[src/rtl/button_conditioner_pkg.sv]
// Shared definitions for the push-button conditioners: FSM state encodings,
// default 100 MHz timing constants and a small elaboration-time helper.
package button_conditioner_pkg;

  typedef enum logic [2:0] {
    BTN_IDLE         = 3'd0,
    BTN_PRESS_WAIT   = 3'd1,
    BTN_HELD         = 3'd2,
    BTN_LONG_HELD    = 3'd3,
    BTN_RELEASE_WAIT = 3'd4
  } btn_state_e;

  // 10 ms debounce, 1 s long press, 200 ms auto-repeat at 100 MHz
  localparam int unsigned DEF_DEBOUNCE_CYCLES = 32'd1_000_000;
  localparam int unsigned DEF_LONG_CYCLES     = 32'd100_000_000;
  localparam int unsigned DEF_REPEAT_CYCLES   = 32'd20_000_000;

  function automatic int unsigned max_u(input int unsigned a, input int unsigned b);
    return (a > b) ? a : b;
  endfunction

endpackage

[src/rtl/sync_2ff.sv]
// Two-flop synchronizer for asynchronous board inputs; both stages reset to 0.
module sync_2ff (
  input  logic clk,
  input  logic resetn,
  input  logic d,
  output logic q
);

  logic meta_q;
  logic sync_q;

  // metastability filter chain
  always_ff @(posedge clk or negedge resetn) begin
    if (!resetn) begin
      meta_q <= 1'b0;
      sync_q <= 1'b0;
    end else begin
      meta_q <= d;
      sync_q <= meta_q;
    end
  end

  assign q = sync_q;

endmodule

[src/rtl/button_conditioner.sv]
// Synchronizes and debounces one push button, producing a clean level plus
// single-cycle press, release, long-press and auto-repeat pulses.
module button_conditioner
  import button_conditioner_pkg::*;
#(
  parameter int unsigned DEBOUNCE_CYCLES = DEF_DEBOUNCE_CYCLES,
  parameter int unsigned LONG_CYCLES     = DEF_LONG_CYCLES,
  parameter int unsigned REPEAT_CYCLES   = DEF_REPEAT_CYCLES
) (
  input  logic clk,
  input  logic resetn,
  input  logic btn_in,
  output logic btn_level,
  output logic press_pulse,
  output logic release_pulse,
  output logic long_pulse,
  output logic repeat_pulse
);

  localparam int unsigned DB_W   = $clog2(DEBOUNCE_CYCLES);
  localparam int unsigned HOLD_W = $clog2(max_u(LONG_CYCLES, REPEAT_CYCLES));
  localparam logic [DB_W-1:0]   DB_LAST     = DB_W'(DEBOUNCE_CYCLES - 32'd1);
  localparam logic [HOLD_W-1:0] LONG_LAST   = HOLD_W'(LONG_CYCLES - 32'd1);
  localparam logic [HOLD_W-1:0] REPEAT_LAST = HOLD_W'(REPEAT_CYCLES - 32'd1);

  logic btn_sync;

  sync_2ff u_sync (
    .clk    (clk),
    .resetn (resetn),
    .d      (btn_in),
    .q      (btn_sync)
  );

  btn_state_e        state_q,    state_d;
  logic [DB_W-1:0]   db_cnt_q,   db_cnt_d;
  logic [HOLD_W-1:0] hold_cnt_q, hold_cnt_d;
  logic was_long_q,  was_long_d;
  logic level_q,     level_d;
  logic press_q,     press_d;
  logic release_q,   release_d;
  logic long_q,      long_d;
  logic repeat_q,    repeat_d;

  // next-state, counter and pulse decode
  always_comb begin
    state_d    = state_q;
    db_cnt_d   = db_cnt_q;
    hold_cnt_d = hold_cnt_q;
    was_long_d = was_long_q;
    press_d    = 1'b0;
    release_d  = 1'b0;
    long_d     = 1'b0;
    repeat_d   = 1'b0;
    case (state_q)
      BTN_IDLE: begin
        if (btn_sync) begin
          state_d  = BTN_PRESS_WAIT;
          db_cnt_d = '0;
        end else begin
          state_d = BTN_IDLE;
        end
      end
      BTN_PRESS_WAIT: begin
        if (!btn_sync) begin
          state_d = BTN_IDLE;
        end else if (db_cnt_q == DB_LAST) begin
          state_d    = BTN_HELD;
          hold_cnt_d = '0;
          press_d    = 1'b1;
        end else begin
          db_cnt_d = db_cnt_q + DB_W'(1);
        end
      end
      BTN_HELD: begin
        if (!btn_sync) begin
          state_d    = BTN_RELEASE_WAIT;
          db_cnt_d   = '0;
          was_long_d = 1'b0;
        end else if (hold_cnt_q == LONG_LAST) begin
          state_d    = BTN_LONG_HELD;
          hold_cnt_d = '0;
          long_d     = 1'b1;
        end else begin
          hold_cnt_d = hold_cnt_q + HOLD_W'(1);
        end
      end
      BTN_LONG_HELD: begin
        if (!btn_sync) begin
          state_d    = BTN_RELEASE_WAIT;
          db_cnt_d   = '0;
          was_long_d = 1'b1;
        end else if (hold_cnt_q == REPEAT_LAST) begin
          hold_cnt_d = '0;
          repeat_d   = 1'b1;
        end else begin
          hold_cnt_d = hold_cnt_q + HOLD_W'(1);
        end
      end
      BTN_RELEASE_WAIT: begin
        // hold_cnt stays frozen so a release glitch resumes the hold timing
        if (btn_sync) begin
          state_d = was_long_q ? BTN_LONG_HELD : BTN_HELD;
        end else if (db_cnt_q == DB_LAST) begin
          state_d   = BTN_IDLE;
          release_d = 1'b1;
        end else begin
          db_cnt_d = db_cnt_q + DB_W'(1);
        end
      end
      default: begin
        state_d    = BTN_IDLE;
        db_cnt_d   = '0;
        hold_cnt_d = '0;
        was_long_d = 1'b0;
      end
    endcase
    level_d = (state_d == BTN_HELD) || (state_d == BTN_LONG_HELD) ||
              (state_d == BTN_RELEASE_WAIT);
  end

  // state, counters and registered outputs
  always_ff @(posedge clk or negedge resetn) begin
    if (!resetn) begin
      state_q    <= BTN_IDLE;
      db_cnt_q   <= '0;
      hold_cnt_q <= '0;
      was_long_q <= 1'b0;
      level_q    <= 1'b0;
      press_q    <= 1'b0;
      release_q  <= 1'b0;
      long_q     <= 1'b0;
      repeat_q   <= 1'b0;
    end else begin
      state_q    <= state_d;
      db_cnt_q   <= db_cnt_d;
      hold_cnt_q <= hold_cnt_d;
      was_long_q <= was_long_d;
      level_q    <= level_d;
      press_q    <= press_d;
      release_q  <= release_d;
      long_q     <= long_d;
      repeat_q   <= repeat_d;
    end
  end

  assign btn_level     = level_q;
  assign press_pulse   = press_q;
  assign release_pulse = release_q;
  assign long_pulse    = long_q;
  assign repeat_pulse  = repeat_q;

endmodule

[config.mk]
export PLATFORM = sky130hd
export DESIGN_NAME = button_conditioner
export DESIGN_NICKNAME = d
export VERILOG_FILES = /design/src/rtl/button_conditioner_pkg.sv /design/src/rtl/sync_2ff.sv /design/src/rtl/button_conditioner.sv
export SDC_FILE = /design/constraint.sdc
export NUM_CORES = 1
export LEC_CHECK = 0
export BUFFER_PORTS_ARGS = -buffer_cell sky130_fd_sc_hd__buf_4
export CAP_MARGIN = 20
export CORE_UTILIZATION = 65
export CTS_BUF_LIST = sky130_fd_sc_hd__clkbuf_8
export CTS_CLUSTER_DIAMETER = 30
export DETAILED_ROUTE_END_ITERATION = 7
export PLACE_DENSITY = 0.82
export SLEW_MARGIN = 10
export SYNTH_ARGS = -nofsm -noshare
export SYNTH_HDL_FRONTEND = slang
export SYNTH_SLANG_ARGS = --single-unit
[constraint.sdc]
create_clock -name clk -period 5 [get_ports clk]
set_clock_uncertainty 0.1 [all_clocks]
set_input_delay 1 -clock clk [delete_from_list [all_inputs] [get_ports clk]]
set_output_delay 1 -clock clk [all_outputs]
set_load 0.02 [all_outputs]
# After elaboration in Yosys (flattened, before gate mapping)

Cells that the tools add are included.

Bits in latches: 0
Memory bits (writable): 0
Output and inout bits: 5
Bits in read-only memories: 0
Flip-flop bits (word level): 58
Memories: 0

Shift operators: 0
Bitwise operators: 2
Multipliers: 0
Div/mod/pow operators: 0
Order comparisons: 0
Add/sub/neg operators: 2
Mux-type cells: 37
Equality and inequality tests: 19
Reductions and logical operators: 9

Operators with widths:

| kind                                            | number |
|---|---|
| 2-to-1 mux 27 bit                               | 6 |
| case mux 27 bit (4 select lines)                | 1 |
| 2-to-1 mux 20 bit                               | 5 |
| case mux 20 bit (4 select lines)                | 1 |
| adder 27 x 1 -> 27 bit, second input constant   | 1 |
| == test 27 x 25 -> 1 bit, second input constant | 1 |
| == test 27 bit, second input constant           | 1 |
| 2-to-1 mux 3 bit                                | 7 |
| adder 20 x 1 -> 20 bit, second input constant   | 1 |
| == test 20 bit, second input constant           | 1 |
| 2-to-1 mux 1 bit                                | 15 |
| case mux 3 bit (5 select lines)                 | 1 |
| == test 3 x 2 -> 1 bit, second input constant   | 4 |
| != test 2 bit, second input constant            | 5 |
| != test 2 x 1 -> 1 bit, second input constant   | 4 |
| == test 3 bit, second input constant            | 2 |
| AND reduction 5 bit                             | 1 |
| AND reduction 4 bit                             | 1 |
| OR reduction 2 bit                              | 2 |
| == test 3 x 1 -> 1 bit, second input constant   | 1 |
| zero test 3 bit                                 | 1 |
| case mux 1 bit (3 select lines)                 | 1 |
| AND reduction 3 bit                             | 1 |
| OR reduction 3 bit                              | 1 |
| 2 further kinds                                 | 4 |

# Longest topological paths before layout

Gate-level depths: netlist of the first run.

Word-level depth: 7
Depth in mapped cells: 9
Mapped depth without buffers: 7

# Modules after synthesis

From an unflattened synthesis of the first run, not the netlist that was laid out.

Cells, all modules: 349
Area, all modules: 3134.3 um^2

By module, submodules not included:

| module             | cells each | area each (um^2) | times used | sequential area each (um^2) |
|---|---|---|---|---|
| button_conditioner | 347        | 3084.2           | 1          | 1401.3 |
| sync_2ff           | 2          | 50.0             | 1          | 50.0 |

# Worst setup path before layout of the first run

OpenSTA, ideal clock, no wires.

Path kind: reg2reg
From: register hold_cnt_q[0]
To: register hold_cnt_q[14]
Path buffers: 2
Slack: 2.946 ns
Setup time: 0.118 ns
Data required time: 4.782 ns
Stages on the path, launching flop included: 10
Arrival: 1.835 ns
Path through: dfrtp_1 > ha_1 > nand3_1 > nor2_1 > and4_1 > buf_2 > a21o_1 > buf_2 > o21ai_0 > a21o_1

Cells in the longest elaborated chain, start to end: 4
Elaborated cells on any way between the ends: 8

RTL lines:

| item                                                 | line                                               | source |
|---|---|---|
| start, declared                                      | button_conditioner.sv:37                           | `logic [HOLD_W-1:0] hold_cnt_q, hold_cnt_d;` |
| start signal, assigned                               | button_conditioner.sv:137                          | `hold_cnt_q <= hold_cnt_d;` |
| adder 27 x 1 -> 27 bit, or another cell as far along | button_conditioner.sv:85, button_conditioner.sv:97 |  |
| 2-to-1 mux 27 bit, on equally long branches          | button_conditioner.sv:93, button_conditioner.sv:80 |  |
| 2-to-1 mux 27 bit, on equally long branches          | button_conditioner.sv:89, button_conditioner.sv:76 |  |
| case mux 27 bit (4 select lines) *                   | button_conditioner.sv:55                           | `case (state_q)` |

Mark *: on every way between the ends. The rest lies on a longest branch, timed or not. The select of a mux whose other input is x is not followed.
A chain may end at the register's enable or synchronous reset.

# Worst setup path in the final report of the first run

From: register hold_cnt_q[0]
To: register hold_cnt_q[17]

Same word-level chain as after synthesis.

==> results of run 1 <==
stage by stage:
step                      setup slack, ns  area, µm²
after floorplan                      2.95       3250
after global placement               2.69       3300
after detailed placement             2.59       3300
after CTS                            2.57       3510
after global routing                 2.38       3510
final                                2.54       3510
cells in the final DEF, fill, tap and decap left out, types with 3 or more instances in the layout:
master / instances
nand2_1: 39
nand3_1: 17
nor4_1: 5
a31oi_1: 3
nand4_1: 10
inv_1: 14
o21ai_0: 23
and2_1: 7
nor2b_1: 4
o31ai_1: 6
a21oi_1: 18
nor3b_1: 4
buf_4: 8
nor3_1: 6
nand2b_1: 3
dfrtp_1: 58
clkbuf_8: 10
and4_1: 5
nand3b_1: 4
nor2_1: 30
xor2_1: 10
or2_2: 3
o21ai_2: 7
a21o_1: 6
a2bb2oi_1: 3
nor4b_1: 3
or3_1: 10
and3_1: 14
a22o_1: 3
xnor2_1: 6
worst min path at each step:
stage          slack [ns]       end          start  depth (start not counted)
6_report             0.26  u_sync.q  u_sync.meta_q                          0
5_1_grt              0.26  u_sync.q  u_sync.meta_q                          0
4_1_cts              0.26  u_sync.q  u_sync.meta_q                          0
3_5_place_dp         0.24  u_sync.q  u_sync.meta_q                          0
3_3_place_gp         0.23  u_sync.q  u_sync.meta_q                          0
2_1_floorplan        0.23  u_sync.q  u_sync.meta_q                          0
power groups by stage:
stage	clock network (mW)	logic [mW]	registers (mW)
4_1_cts	0.478	0.0257	0.478
2_1_floorplan	0	0.0140	0.484
3_3_place_gp	0	0.0248	0.487
3_5_place_dp	0	0.0253	0.487
5_1_grt	0.504	0.0291	0.479
6_report	0.473	0.0251	0.479
flip-flops by register name, summed over array words and instances, names as in the netlist:
name           cells
hold_cnt_q        27
db_cnt_q          20
state_q            3
btn_level          1
long_pulse         1
press_pulse        1
release_pulse      1
repeat_pulse       1
u_sync.meta_q      1
u_sync.q           1
was_long_q         1
kinds of logic (layout without fill, tap and decap cells):
logic type      Yosys count  in the layout  share of synthesized area (%)
simple gates            169            169                           28.0
compound gates           83             83                           17.7
flops                    58             58                           44.6
buf+inv                  30             37                           4.54
xor+xnor                 16             16                           4.31
fa+ha+maj                 2              2                          0.770
critical path, delay by kind of cell (launching register included):
kind                     cells  cell delay (ns)
AO/OA/AOI/OAI                3             1.07
AND/OR/NAND/NOR              3             0.55
adder cells (fa/ha/maj)      1             0.25
flip-flops                   1             0.41
cell type report:
class	instances	area, µm²	share of cell area [%]
multi-input combinational	270	1650	47.0
tap	67	83.8	2.39
timing repair buffer	8	60.1	1.71
clock inverter	6	81.3	2.31
sequential	58	1450	41.3
clock buffer	10	138	3.92
inverter	13	48.8	1.39
routing by layer:
| metal | up-vias | part of all wire, % | GRT usage (%) |
|---|---|---|---|
| met1 | 1265 | 49 | 42.2 |
| met3 | 22 | 5.4 | 5.94 |
| li1 | 1294 | - | - |
| met5 | - | 0 | 0 |
| met4 | 0 | 2.9 | 14.4 |
| met2 | 88 | 43 | 41.5 |
==> summary.txt, run 1 <==
clock tree buffer depth = 2
status = completed
routed wire length per instance = 15.8 µm
CTS buffer count = 9
internal power = 0.770 mW
DRC viols = 0
syn nets = 363
Slowest-stage cell, CP = a21oi_1
CP endpoint = hold_cnt_q[17]
#FFs+latches synth = 58
Setup Fix Bufs, Post-CTS = 0
Cell Count, Final, Fillers Out = 432
RePlAce Congestion = 0.843
switching part of the total = 21.1%
Async SR Flop Fraction = 100%
Hold-fix buffers, CTS = 0
Total Neg Setup Slack = 0 ns
DP Cell Count = 416
Vias/cell = 6.18
Cell Area, Synth = 3250 µm²
top_reg_cell synth = dfrtp_1
Die ar. = 5290 µm²
PortBufs = 7
Worst Tran Pin Value = 0.932 ns
max_cap viols = 0
Die X = 72.7 µm
Clock transition at path regs = 0.07 ns
Seq pwr share = 49.0%
normalized max-slew margin = 37.9%
worst-path maximum fanout = 10
Synth area leaders = dfrtp_1 (45%), nand2_1 (4.5%), o21ai_0 (3.5%), nor2_1 (3.5%), a21oi_1 (2.8%)
DRT iter0 DRCs = 251
FF-to-FF path depth = 7
nets = 365
initial antenna violation count = 0
Max Freq = 407 MHz
die height = 72.7 µm
critical path class = flop to flop
layout cells sized above 1 = 11.2%
endpoints failing hold = 0
Top-Level Pins = 8
Synth cell types = 50
Vias = 2669
total global-route track usage = 29.1%
Hold WS = 0.257 ns
Max H-tree Level = 3
Clock power frac = 48.4%
total power = 0.977 mW
router iterations before antenna repair = 5
post-synthesis sequential area ratio = 44.6%
largest net degree at the start of global routing = 59
most frequent CP cell = a21oi_1
pwr dens = 278 nW/µm²
Setup crit start = hold_cnt_q[0]
Setup crit end kind = flop
final setup fails = 0
CTS sink cnt = 58
Root Driver = clkbuf_8
mean post-synth cell area = 9.08 µm²
area leader, netlist = dfrtp_1
WL final = 6830 µm
Gate Count Post-Synth = 358
CTS tree = built
Comb pwr share = 2.6%
number of synthesized flops with an enable pin = 0
CP required = 5.15 ns
effective utilization at floorplan = 68.4%
period utilisation layout = 49.1%
reg2reg end = hold_cnt_q[17]
GR Overflow Total = 0
RSZ-0062 raised after global routing = false
worst path cell trace = ha_1 > nand3_1 > nor2_1 > and4_1 > a21oi_1 > a21oi_1 > o21ai_0
Antenna Nets Post-Route = 0
FILL cells = 345
first-pass GRT wire length = 11600 µm
number of global-route vias before repair = 2483
fin. max-slew vios = 0
HPWL Detailed = 4600 µm
Resized cells post-CTS = 0
static leakage = 1.54 nW
most frequent cell after synthesis = dfrtp_1
Worst R2R Start = hold_cnt_q[0]
min-delay worst type = flop to flop
peak supply drop = 0.212 mV
fin crit period = 2.46 ns
Yosys warning count = 0
Psw = 0.206 mW
crit-path max cell delay = 0.73 ns
Worst R2R Setup Slack = 2.54 ns
Arrival @ worst endpoint = 2.61 ns
Std-Cell Core Area = 4750 µm²
Yosys top cell area share = 44.6%
Rows = 25
Startpoint Class = flop
area delta synth->final = 8.12%
synth cell count leaders = dfrtp_1 (58), nand2_1 (39), nor2_1 (30)
worst skew pair latency = 0.34 ns
post-layout util = 73.9%
Ant. Diodes = 0
Note: power is estimated with default switching activity, not from simulation.
==> run 2: changes to the inputs <==
Settings changed: ABC_AREA from default to 1.
Clock period 5 ns to 2.3 ns, I/O delays scaled along.
==> run 2 against run 1 <==
Via count increased by 50%. Die area increased by 23%. Synthesized cell count increased by 73%. Count of clock-buffer cells in the layout grew 1. Critical path depth is 3 higher. Area after synthesis up 24%. Utilization shrank 1.3 points. Combinational power grew to 4.6 times the previous value. Setup slack worse by 2.3 ns. Sequential share of layout area decreased by 7.7 points. Largest cell class unchanged.
==> summary.txt, run 2 <==
worst path buffer plus inverter count = 2 (+2)
static leakage = 1.98 nW (+29%)
Die X = 80.7 µm (+11%)
Psw = 0.533 mW (+160%)
reg2reg end = hold_cnt_q[24]
Synth area leaders = dfrtp_1 (36%), nand2_1 (18%), nor2_1 (8.7%), nand3_1 (7.5%), inv_1 (5.9%)
Cell Area, Synth = 4020 µm² (+24%)
mean post-synth cell area = 6.51 µm² (-28%)
#FFs+latches synth = 58 (unchanged)
Comb pwr share = 5.4% (+2.8 points)
total power = 2.13 mW (+120%)
crit-path leading delay family = simple AND/OR/NAND/NOR gates
DRC viols = 0 (unchanged)
commonest non-fill, non-tap cell in the layout = nand2_1
Root Driver = clkbuf_8
largest net degree at the start of global routing = 59 (unchanged)
CP required = 2.45 ns (-2.70 ns)
GR Overflow Total = 0 (unchanged)
post-synthesis sequential area ratio = 36.1% (-8.6 points)
RSZ-0062 raised after global routing = false
Seq pwr share = 48.8% (-0.2 points)
Arrival @ worst endpoint = 2.24 ns (-0.37 ns)
routed wire length per instance = 14.5 µm (-8.3%)
peak supply drop = 0.457 mV (+120%)
Largest Register = hold_cnt_q
Die ar. = 6510 µm² (+23%)
Setup crit start = db_cnt_q[0]
die height = 80.7 µm (+11%)
final instance area = 4330 µm² (+23%)
syn nets = 623 (+72%)
layout cells sized above 1 = 9.62% (-1.6 points)
Vias/cell = 5.65 (-8.6%)
internal power = 1.60 mW (+110%)
number of global-route vias before repair = 3716 (+50%)
Max H-tree Level = 3 (unchanged)
first-pass GRT wire length = 16900 µm (+45%)
final setup fails = 0 (unchanged)
Std-Cell Core Area = 5960 µm² (+25%)
clock tree buffer depth = 2 (unchanged)
Gate Count Post-Synth = 618 (+73%)
nets = 634 (+74%)
period utilisation layout = 91.1% (+42 points)
Async SR Flop Fraction = 100% (unchanged)
worst skew pair latency = 0.36 ns (+0.02 ns)
biggest regs = hold_cnt_q x27, db_cnt_q x20, state_q x3
DP Cell Count = 693 (+67%)
Worst Tran Pin Value = 0.740 ns (-0.192 ns)
number of synthesized flops with an enable pin = 0 (unchanged)
HPWL Detailed = 7310 µm (+59%)
Worst R2R Setup Slack = 0.21 ns (-2.34 ns)
area leader, netlist = dfrtp_1
switching part of the total = 25.0% (+3.9 points)
Setup Fix Bufs, Post-CTS = 0 (unchanged)
Slowest-stage cell, CP = dfrtp_1
worst-path maximum fanout = 20 (+10)
Setup crit end kind = flop
worst path cell trace = ha_1 > nand3_2 > nor3_4 > nand3_4 > nand2_4 > nand2_2 > inv_2 > nand2_1 > nand2_1 > inv_1
top_reg_cell synth = dfrtp_1
max reg flops = 27 (unchanged)
crit-path max cell delay = 0.43 ns (-0.30 ns)
most frequent CP cell = nand2_1
Top-Level Pins = 8 (unchanged)
status = completed
area post-placement = 4130 µm² (+25%)
Antenna Nets Post-Route = 0 (unchanged)
Clock power frac = 45.8% (-2.6 points)
Yosys top cell area share = 36.1% (-8.6 points)
WL final = 10300 µm (+50%)
total global-route track usage = 34.5% (+5.4 points)
Synth cell types = 37 (-26%)
Total Neg Setup Slack = 0 ns (unchanged)
CTS sink cnt = 58 (unchanged)
synth cell count leaders = nand2_1 (195), nor2_1 (93), inv_1 (63)
Vias = 4004 (+50%)
Ant. Diodes = 0 (unchanged)
critical path class = flop to flop
effective utilization at floorplan = 67.5% (-0.83 points)
Worst R2R Start = db_cnt_q[0]
fin. max-slew vios = 0 (unchanged)
pwr dens = 493 nW/µm² (+77%)
FF-to-FF path depth = 10 (+3)
normalized max-slew margin = 50.7% (+13 points)
Yosys warning count = 0 (unchanged)
RePlAce Congestion = 0.963 (+14%)
PortBufs = 7 (unchanged)
Cell Count, Final, Fillers Out = 709 (+64%)
fin crit period = 2.09 ns (-0.361 ns)
router iterations before antenna repair = 6 (+1)
Rows = 28 (+12%)
CTS buffer count = 9 (unchanged)
Startpoint Class = flop
max_cap viols = 0 (unchanged)
area delta synth->final = 7.56%
CTS tree = built
initial antenna violation count = 0 (unchanged)
Clock transition at path regs = 0.07 ns (about the same)
Max Freq = 477 MHz (+17%)
endpoints failing hold = 0 (unchanged)
most frequent cell after synthesis = nand2_1
min-delay worst type = input port to asynchronous set/reset pin
DRT iter0 DRCs = 363 (+45%)
most frequent cells in the layout = nand2_1 (195), nor2_1 (93), inv_1 (66)
run 2: changes by cell type after synthesis, moves of 7 or more:
cell     delta
a21oi_1     -7
nand2_2     +7
nand2_1   +156
inv_1      +50
and2_1      -7
nor2_1     +63
inv_2      +11
nand4_1    +18
or3_1      -10
nand3_1    +43
and3_1     -14
o21ai_0    -11
o21ai_1    +19
run 2: how the worst max path moves through the flow:
stage,endpoint,slack [ns],cells after the start
2_1_floorplan,db_cnt_q[13],0.50,10
3_3_place_gp,hold_cnt_q[23],0.30,12
3_5_place_dp,hold_cnt_q[19],0.24,10
4_1_cts,hold_cnt_q[19],0.22,10
5_1_grt,hold_cnt_q[23],0.006,10
6_report,hold_cnt_q[24],0.21,10
run 2: cells by family after synthesis:
kind of cell	count (synthesis)	share of synthesized area [%]
AOI/OAI and AO/OA	51	6.91
xor gates and xnor gates	9	1.96
buffers and inverters	89	9.33
adders and majority gates	2	0.622
and+or+nand+nor	409	45.1
DFF	58	36.1
run 2: cell type report:
| type | instances | area, µm² |
|---|---|---|
| Fill cell | 519 | 1630 |
| Sequential cell | 58 | 1450 |
| Multi-Input combinational cell | 471 | 2200 |
| Inverter | 75 | 282 |
| Clock inverter | 5 | 46.3 |
| Timing Repair Buffer | 14 | 105 |
| Tap cell | 75 | 93.8 |
| Clock buffer | 11 | 151 |
run 2: metal layers:
layer	track usage [%]	vias to the layer above	wire (µm)
met1	47.9	1825	4740
met5	0	-	0
met2	51.7	145	4450
li1	-	2010	-
met4	14.1	0	198
met3	7.50	24	879
run 2: stage by stage:
step	hold WS (ns)	setup slack (ns)	util [%]
floorplan	0.0644	0.501	-
global placement	0.250	0.302	69.3
detailed placement	0.258	0.236	69.3
CTS	0.0935	0.218	72.6
global route	0.109	0.00613	72.6
finish	0.0709	0.205	72.6
run 2: power groups by stage:
stage               logic [mW]  registers [mW]  clock network, mW
floorplan               0.0820            1.05                  0
CTS                      0.116            1.04              0.979
detailed placement       0.115            1.06                  0
global placement         0.112            1.06                  0
global route             0.129            1.04               1.02
finish                   0.115            1.04              0.978
run 2: repair_timing:
action,CTS,global route
hold buffers,0,0
resized for setup,0,1
endpoints found under the setup margin,0,1
==> run 3: changes to the inputs <==
Settings changed: PLACE_DENSITY 0.82 to 0.85.
==> run 3 against run 2 <==
Critical endpoint is now hold_cnt_q[8]. Sequential cell count did not move. Register-to-register slack got worse by 0.03 ns. Highest routed layer unchanged. Combinational power barely moved. Sequential share of layout area shrank 0.13 points. Hold slack worse by 0.0094 ns.
==> summary.txt, run 3 (same netlist as run 2, synthesis figures left out) <==
Antenna Nets Post-Route = 0 (unchanged)
endpoints failing hold = 0 (unchanged)
router iterations before antenna repair = 6 (unchanged)
largest net degree at the start of global routing = 59 (unchanged)
max reg flops = 27 (unchanged)
effective utilization at floorplan = 67.5% (unchanged)
DRC viols = 0 (unchanged)
Startpoint Class = flop
normalized max-slew margin = 50.8% (+0.11 points)
Ant. Diodes = 0 (unchanged)
area occupied by multi-input gates = 2200 µm² (+0.11%)
CTS tree = built
fin. max-slew vios = 0 (unchanged)
Vias = 4081 (+1.9%)
Die ar. = 6510 µm² (unchanged)
total global-route track usage = 35.6% (+1.1 points)
critical path class = flop to flop
RePlAce Congestion = 0.946 (-1.7%)
peak supply drop = 0.398 mV (-13%)
commonest non-fill, non-tap cell in the layout = nand2_1
Vias/cell = 5.77 (+2.2%)
fin crit period = 2.12 ns (+0.0251 ns)
Max H-tree Level = 3 (unchanged)
static leakage = 1.98 nW (-0.12%)
first-pass GRT wire length = 17500 µm (+3.4%)
FILL cells = 500 (-3.7%)
DRT iter0 DRCs = 397 (+9.4%)
CTS sink cnt = 58 (unchanged)
PortBufs = 7 (unchanged)
final setup fails = 0 (unchanged)
min-delay worst type = input port to asynchronous set/reset pin
pwr dens = 511 nW/µm² (+3.7%)
initial antenna violation count = 0 (unchanged)
Worst R2R Setup Slack = 0.18 ns (-0.03 ns)
Max Freq = 472 MHz (-1.2%)
die height = 80.7 µm (unchanged)
routed wire length per instance = 14.6 µm (+1.0%)
Hold-fix buffers, CTS = 0 (unchanged)
period utilisation layout = 92.2% (+1.1 points)
Worst Tran Pin Value = 0.738 ns (-0.00162 ns)
Clock transition at path regs = 0.07 ns (about the same)
number of global-route vias before repair = 3783 (+1.8%)
DP Cell Count = 692 (-0.14%)
area delta synth->final = 7.87%
CTS buffer count = 9 (unchanged)
HPWL Detailed = 7400 µm (+1.3%)
layout cells sized above 1 = 9.81% (+0.19 points)
worst skew pair latency = 0.35 ns (about the same)
Largest Register = hold_cnt_q
status = completed
Cell Count, Final, Fillers Out = 707 (-0.28%)
worst-path maximum fanout = 7 (-65%)
Arrival @ worst endpoint = 2.24 ns (about the same)
total power = 2.22 mW (+4.0%)
Std-Cell Core Area = 5960 µm² (unchanged)
Setup crit end kind = flop
Rows = 28 (unchanged)
CP required = 2.42 ns (-0.03 ns)
most frequent cells in the layout = nand2_1 (194), nor2_1 (93), inv_1 (63)
Hold WS = 0.0615 ns (-0.00936 ns)
biggest regs = hold_cnt_q x27, db_cnt_q x20, state_q x3
Top-Level Pins = 8 (unchanged)
Die X = 80.7 µm (unchanged)
post-layout util = 72.9% (+0.21 points)
nets = 633 (-0.16%)
Reg area = 1450 µm² (about the same)
clock tree buffer depth = 2 (unchanged)
GR Overflow Total = 0 (unchanged)
RSZ-0062 raised after global routing = false
FF-to-FF path depth = 10 (unchanged)
max_cap viols = 0 (unchanged)
Root Driver = clkbuf_8
Total Neg Setup Slack = 0 ns (unchanged)
WL final = 10300 µm (+0.73%)
## run 3: area by class of cell
type	count	share of cell area, %
Timing Repair Buffer	13	2.25
Inverter	75	6.49
Clock inverter	5	1.82
Sequential cell	58	33.4
Multi-Input combinational cell	471	50.7
Clock buffer	10	3.17
Tap cell	75	2.16
## run 3: repair_timing
| item | in CTS | in global routing |
|---|---|---|
| setup endpoints to repair | 0 | 2 |
| endpoints found under the hold margin | 0 | 0 |
| resized for setup | 0 | 1 |
| buffers inserted | 0 | 0 |
## run 3: power by group
group / internal (mW) / switching [mW] / total [mW]
combinational: 0.0243 / 0.0899 / 0.114
sequential: 1.03 / 0.0107 / 1.04
clock: 0.631 / 0.433 / 1.06
total: 1.68 / 0.534 / 2.22
## run 3: path summary, 6_finish.rpt
| check | startpoint | to |
|---|---|---|
| setup reg to reg | hold_cnt_q[0] | hold_cnt_q[8] |
| max in group asynchronous | resetn | hold_cnt_q[4] |
| min in group clk | btn_in | u_sync.meta_q |
| hold reg to reg | u_sync.meta_q | u_sync.q |
| hold / removal | resetn | long_pulse |
| setup / recovery | hold_cnt_q[0] | hold_cnt_q[8] |
## run 3: critical path, cell delays in order, from the launching register on
cell and delay, ns:
dfrtp_1 0.46, ha_1 0.25, inv_1 0.09, nor2_1 0.26
nand2_2 0.17, nor2_1 0.13, nand2_1 0.20, nand3_1 0.15
nand2_1 0.06, nand2_1 0.05, o21ai_1 0.07
## run 3: metrics by stage
step	cell area [µm²]	setup slack, ns
CTS	4340	0.207
global placement	4120	0.282
finish	4340	0.180
detailed placement	4120	0.218
global route	4340	0.00122
floorplan	4020	0.501
## run 3: routing by layer
layer  part of all wire, %  global-route usage, %
met1                    44                   48.8
met5                     0                      0
met4                   2.8                   18.0
met3                   7.6                   6.14
met2                    45                   53.6
